**src/rtl/alu_arbiter.sv**
```systemverilog
// alu_arbiter: round-robin sharing of one combinational ALU between two requesters; optional ALU_ARB_STATS_EN adds grant counters
module alu_arbiter #(
  parameter int WIDTH = 32,
  parameter int SEL_W = 4,
  parameter int EXEC_CYCLES = 1
) (
  input  logic             clk,
  input  logic             rst,
`ifdef ALU_ARB_STATS_EN
  output logic [15:0]      grant_cnt0,
  output logic [15:0]      grant_cnt1,
`endif
  input  logic [1:0]       req_valid,
  output logic [1:0]       req_ready,
  input  logic [WIDTH-1:0] req_a0,
  input  logic [WIDTH-1:0] req_a1,
  input  logic [WIDTH-1:0] req_b0,
  input  logic [WIDTH-1:0] req_b1,
  input  logic [SEL_W-1:0] req_sel0,
  input  logic [SEL_W-1:0] req_sel1,
  output logic [WIDTH-1:0] alu_a,
  output logic [WIDTH-1:0] alu_b,
  output logic [SEL_W-1:0] alu_sel,
  input  logic [WIDTH-1:0] alu_result,
  input  logic             alu_zero,
  output logic             rsp_valid,
  input  logic             rsp_ready,
  output logic             rsp_id,
  output logic [WIDTH-1:0] rsp_data,
  output logic             rsp_zero
);
  typedef enum logic [1:0] {IDLE, EXEC, RESP} state_t;
  state_t state, state_nxt;
  logic last_grant;
  logic [3:0] cnt;
  logic [1:0] grant;
  logic accept, gid, last_exec;
  // on a tie the requester that was not served last wins; otherwise the lone valid one
  always_comb begin
    grant = (&req_valid) ? (last_grant ? 2'b01 : 2'b10) : req_valid;
  end
  assign gid = grant[1];
  assign accept = |req_ready;
  assign last_exec = cnt == 4'd1;
  // state register
  always_ff @(posedge clk or posedge rst) begin
    if (rst) state <= IDLE;
    else state <= state_nxt;
  end
  // next-state logic
  always_comb begin
    state_nxt = state == IDLE ? (accept ? EXEC : IDLE) :
                state == EXEC ? (last_exec ? RESP : EXEC) :
                (rsp_ready ? IDLE : RESP);
  end
  // accept only in IDLE, and only towards the granted requester
  always_comb begin
    req_ready = (state == IDLE) ? grant : 2'b00;
  end
  // operand latch, exec countdown, result capture and response release
  always_ff @(posedge clk or posedge rst) begin
    if (rst) begin
      alu_a <= '0;
      alu_b <= '0;
      alu_sel <= '0;
      rsp_id <= 1'b0;
      rsp_valid <= 1'b0;
      rsp_data <= '0;
      rsp_zero <= 1'b0;
      cnt <= '0;
      last_grant <= 1'b1;
    end else begin
      if (accept) begin
        alu_a <= gid ? req_a1 : req_a0;
        alu_b <= gid ? req_b1 : req_b0;
        alu_sel <= gid ? req_sel1 : req_sel0;
        rsp_id <= gid;
        cnt <= 4'(EXEC_CYCLES);
      end
      if (state == EXEC) begin
        cnt <= cnt - 4'd1;
        if (last_exec) begin
          rsp_data <= alu_result;
          rsp_zero <= alu_zero;
          rsp_valid <= 1'b1;
        end
      end
      if (state == RESP && rsp_ready) begin
        rsp_valid <= 1'b0;
        last_grant <= rsp_id;
      end
    end
  end
`ifdef ALU_ARB_STATS_EN
  // saturating per-requester accept counters
  always_ff @(posedge clk or posedge rst) begin
    if (rst) begin
      grant_cnt0 <= '0;
      grant_cnt1 <= '0;
    end else begin
      if (req_ready[0] && grant_cnt0 != 16'hFFFF) grant_cnt0 <= grant_cnt0 + 16'd1;
      if (req_ready[1] && grant_cnt1 != 16'hFFFF) grant_cnt1 <= grant_cnt1 + 16'd1;
    end
  end
`endif
endmodule
```
**config.mk**
```make
export PLATFORM = sky130hd
export DESIGN_NAME = alu_arbiter
export DESIGN_NICKNAME = d
export VERILOG_FILES = /design/src/rtl/alu_arbiter.sv
export SDC_FILE = /design/constraint.sdc
export NUM_CORES = 1
export LEC_CHECK = 0
export CAP_MARGIN = 20
export CORE_UTILIZATION = 35
export CTS_CLUSTER_DIAMETER = 50
export DETAILED_ROUTE_END_ITERATION = 6
export PLACE_DENSITY = 0.85
export REMOVE_ABC_BUFFERS = 1
export SKIP_LAST_GASP = 1
export SYNTH_ARGS = -nofsm -noshare
export SYNTH_HDL_FRONTEND = slang
export SYNTH_SLANG_ARGS = --single-unit
export TNS_END_PERCENT = 50
```
**constraint.sdc**
```tcl
create_clock -name clk -period 4.16 [get_ports clk]
set_input_delay 1.04 -clock clk [delete_from_list [all_inputs] [get_ports clk]]
set_output_delay 1.04 -clock clk [all_outputs]
set_load 0.1 [all_outputs]
```
==> impl_metrics.py <==
metrics = {
    "critical_path": {
        "critPathArrivalTime_ns": 2.23,
        "worstPathRequired_ns": 3.12,
        "crit_path_end_kind": "output pin",
        "critPathKind": "input port to output pin",
        "cp_max_fo": 4,
        "startpoint_type": "input port",
    },
    "sta": {
        "setup_viol": 0,
        "fin_crit_ns": 3.27,
        "finalWorstSetupSlack_ns": 0.892,
        "hold_violations": 0,
        "worst_hold_slack_ns": 0.486,
        "tightest_slew_ns": 1.01,
        "drv_slew": 0,
        "finalClockSkew_ns": 0.00629,
        "fmax_ghz": 0.306,
        "period_share": 0.785,
        "relSlewSlack": 0.324,
        "rsz0062_at_grt": "no",
    },
    "cts": {
        "cts.path.max_buffers": 2,
        "h-tree-depth": 3,
        "cts_buffers": 9,
        "clk-insertion-delay-late_ns": 0.34,
        "root_buffer": "clkbuf_16",
        "cts_setup_buffers": 0,
        "cts-resized-gates": 0,
        "path_clk_slew_ns": 0.06,
        "tritoncts": "done",
        "cts_hold_buffers": 0,
        "clock_sinks": 110,
    },
    "place": {
        "dpl_cell_area_sq_um": 8000,
        "gp_congestion": 0.748,
        "portBuffers": 278,
        "post-place-ws_ns": 0.736,
        "dp_hpwl_microns": 10000,
    },
    "floorplan": {
        "io_pins": 279,
        "dieWidth_microns": 122,
        "die_h_microns": 122,
        "rows": 43,
        "coreArea_sq_um": 13900,
        "die_area_sq_um": 14800,
        "initial_core_util": 0.360,
    },
    "cells_and_area": {
        "post-route-util": 0.593,
        "layout_common_cells": "276 x clkdlybuf4s50_1, 160 x mux2_2, 109 x dfrtp_1",
        "layout_commonest_cell": "clkdlybuf4s50_1",
        "fill_cells": 1107,
        "final_cell_area_sq_um": 8260,
        "area_growth_pct": 64.5,
        "antennaDiodeCount": 0,
        "drive_gt1_frac": 0.315,
        "nNetsFinal": 785,
    },
    "synth": {
        "synth_edf_count": 0,
        "synth_top_area_share": 0.544,
        "yosysSeqAreaShare": 0.549,
        "ys_warn_count": 0,
        "yosysTopAreaCell": "dfrtp_1",
        "ys_async_sr_fraction": 1.00,
        "synth-main-ff-cell": "dfrtp_1",
        "synth.top_cells.by_area": "dfrtp_1 54%, mux2_2 36%, mux2_4 2.7%, buf_2 1.6%, dfstp_2 0.52%",
        "synthCells": 334,
        "synth_area_sq_um": 5020,
        "syn_avg_cell_area_sq_um": 15.0,
        "yosys.cell_types.count": 27,
        "ys_seq_elements": 110,
    },
    "grt": {
        "antenna_found_initial": 0,
        "grt_pass1_vias": 4070,
        "grt_max_degree": 69,
        "grt_overflow_total": 0,
        "grt_pass1_wl_microns": 20100,
        "grt_use_total": 0.177,
    },
    "routing": {
        "drt.antenna.violating_nets": 0,
        "drc": 0,
        "drt_wl_total_microns": 13000,
        "first_pass_iters": 4,
        "vias_per_cell": 4.69,
        "vias": 3716,
        "routedWlPerCell_microns": 16.4,
        "first_iter_violations": 86,
    },
    "worst_hold_path": {
        "worstHoldPathType": "flip-flop to flip-flop",
    },
    "outcome": {
        "status": "completed",
    },
    "run": {
        "maxCapViolCount": 0,
    },
}
==> worst max-delay path: stages <==
cell and delay (ns):
clkdlybuf4s50_1 0.55, a21boi_4 0.21, and2_1 0.23, buf_12 0.20
==> path summary, 6_finish.rpt <==
check	depth (start not counted)	endpoint	slack (ns)	from
max in group asynchronous	3	last_grant	2.19	rst
hold / removal	2	rsp_valid	0.49	rsp_valid
min in group asynchronous	2	alu_b[24]	1.15	rst
hold reg to reg	2	rsp_valid	0.49	rsp_valid
setup reg to reg	4	alu_a[29]	2.05	last_grant
setup / recovery	4	req_ready[1]	0.89	req_valid[1]
==> flip-flops by register name, summed over array words and instances (netlist names) <==
| signal | flops |
|---|---|
| alu_a | 32 |
| alu_b | 32 |
| rsp_data | 32 |
| alu_sel | 4 |
| cnt | 4 |
| state | 2 |
| last_grant | 1 |
| rsp_id | 1 |
| rsp_valid | 1 |
| rsp_zero | 1 |
==> kinds of logic (layout without fill, tap and decap cells) <==
family / count (synthesis) / count (layout) / share of synthesized area
multiplexers: 169 / 169 / 0.386
flip-flops: 110 / 110 / 0.549
buffers and inverters: 23 / 301 / 0.0242
AND/OR/NAND/NOR: 19 / 19 / 0.0202
AO/OA/AOI/OAI: 10 / 10 / 0.0142
adder cells (fa/ha/maj): 2 / 2 / 0.00499
XOR/XNOR: 1 / 1 / 0.00175
==> stage by stage <==
| step | TNS (ns) | cells |
|---|---|---|
| 2_1_floorplan | -1.01 | 316 |
| 3_3_place_gp | 0 | 778 |
| 3_5_place_dp | 0 | 778 |
| 4_1_cts | 0 | 792 |
| 5_1_grt | 0 | 792 |
| 6_report | 0 | 792 |
==> cell usage after synthesis (all sizes together), types with 2 or more instances <==
library cell and n:
nand2b 2, inv 5, ha 2, o21bai 2, nand3b 2, nor2 3, dfrtp 109, and3 2
o21ai 2, nand2 5, mux2 169, buf 18
==> area by class of cell <==
type | count | area [sq um] | area share
Clock buffer | 9 | 225 | 0.0273
Tap cell | 180 | 225 | 0.0273
Multi-Input combinational cell | 201 | 2160 | 0.261
Inverter | 5 | 21.3 | 0.00258
Clock inverter | 5 | 28.8 | 0.00348
Sequential cell | 110 | 2750 | 0.333
Timing Repair Buffer | 282 | 2850 | 0.345
==> layer usage <==
| layer | part of all wire | wire, microns | GRT usage |
|---|---|---|---|
| met1 | 0.37 | 4760 | 0.183 |
| met3 | 0.089 | 1160 | 0.0576 |
| met5 | 0 | 0 | 0 |
| met4 | 0.019 | 253 | 0.0718 |
| met2 | 0.53 | 6840 | 0.327 |
Power is left out: the tool's default activity adds up to more than one toggle a clock period on the data nets, which glitch-free logic cannot reach.
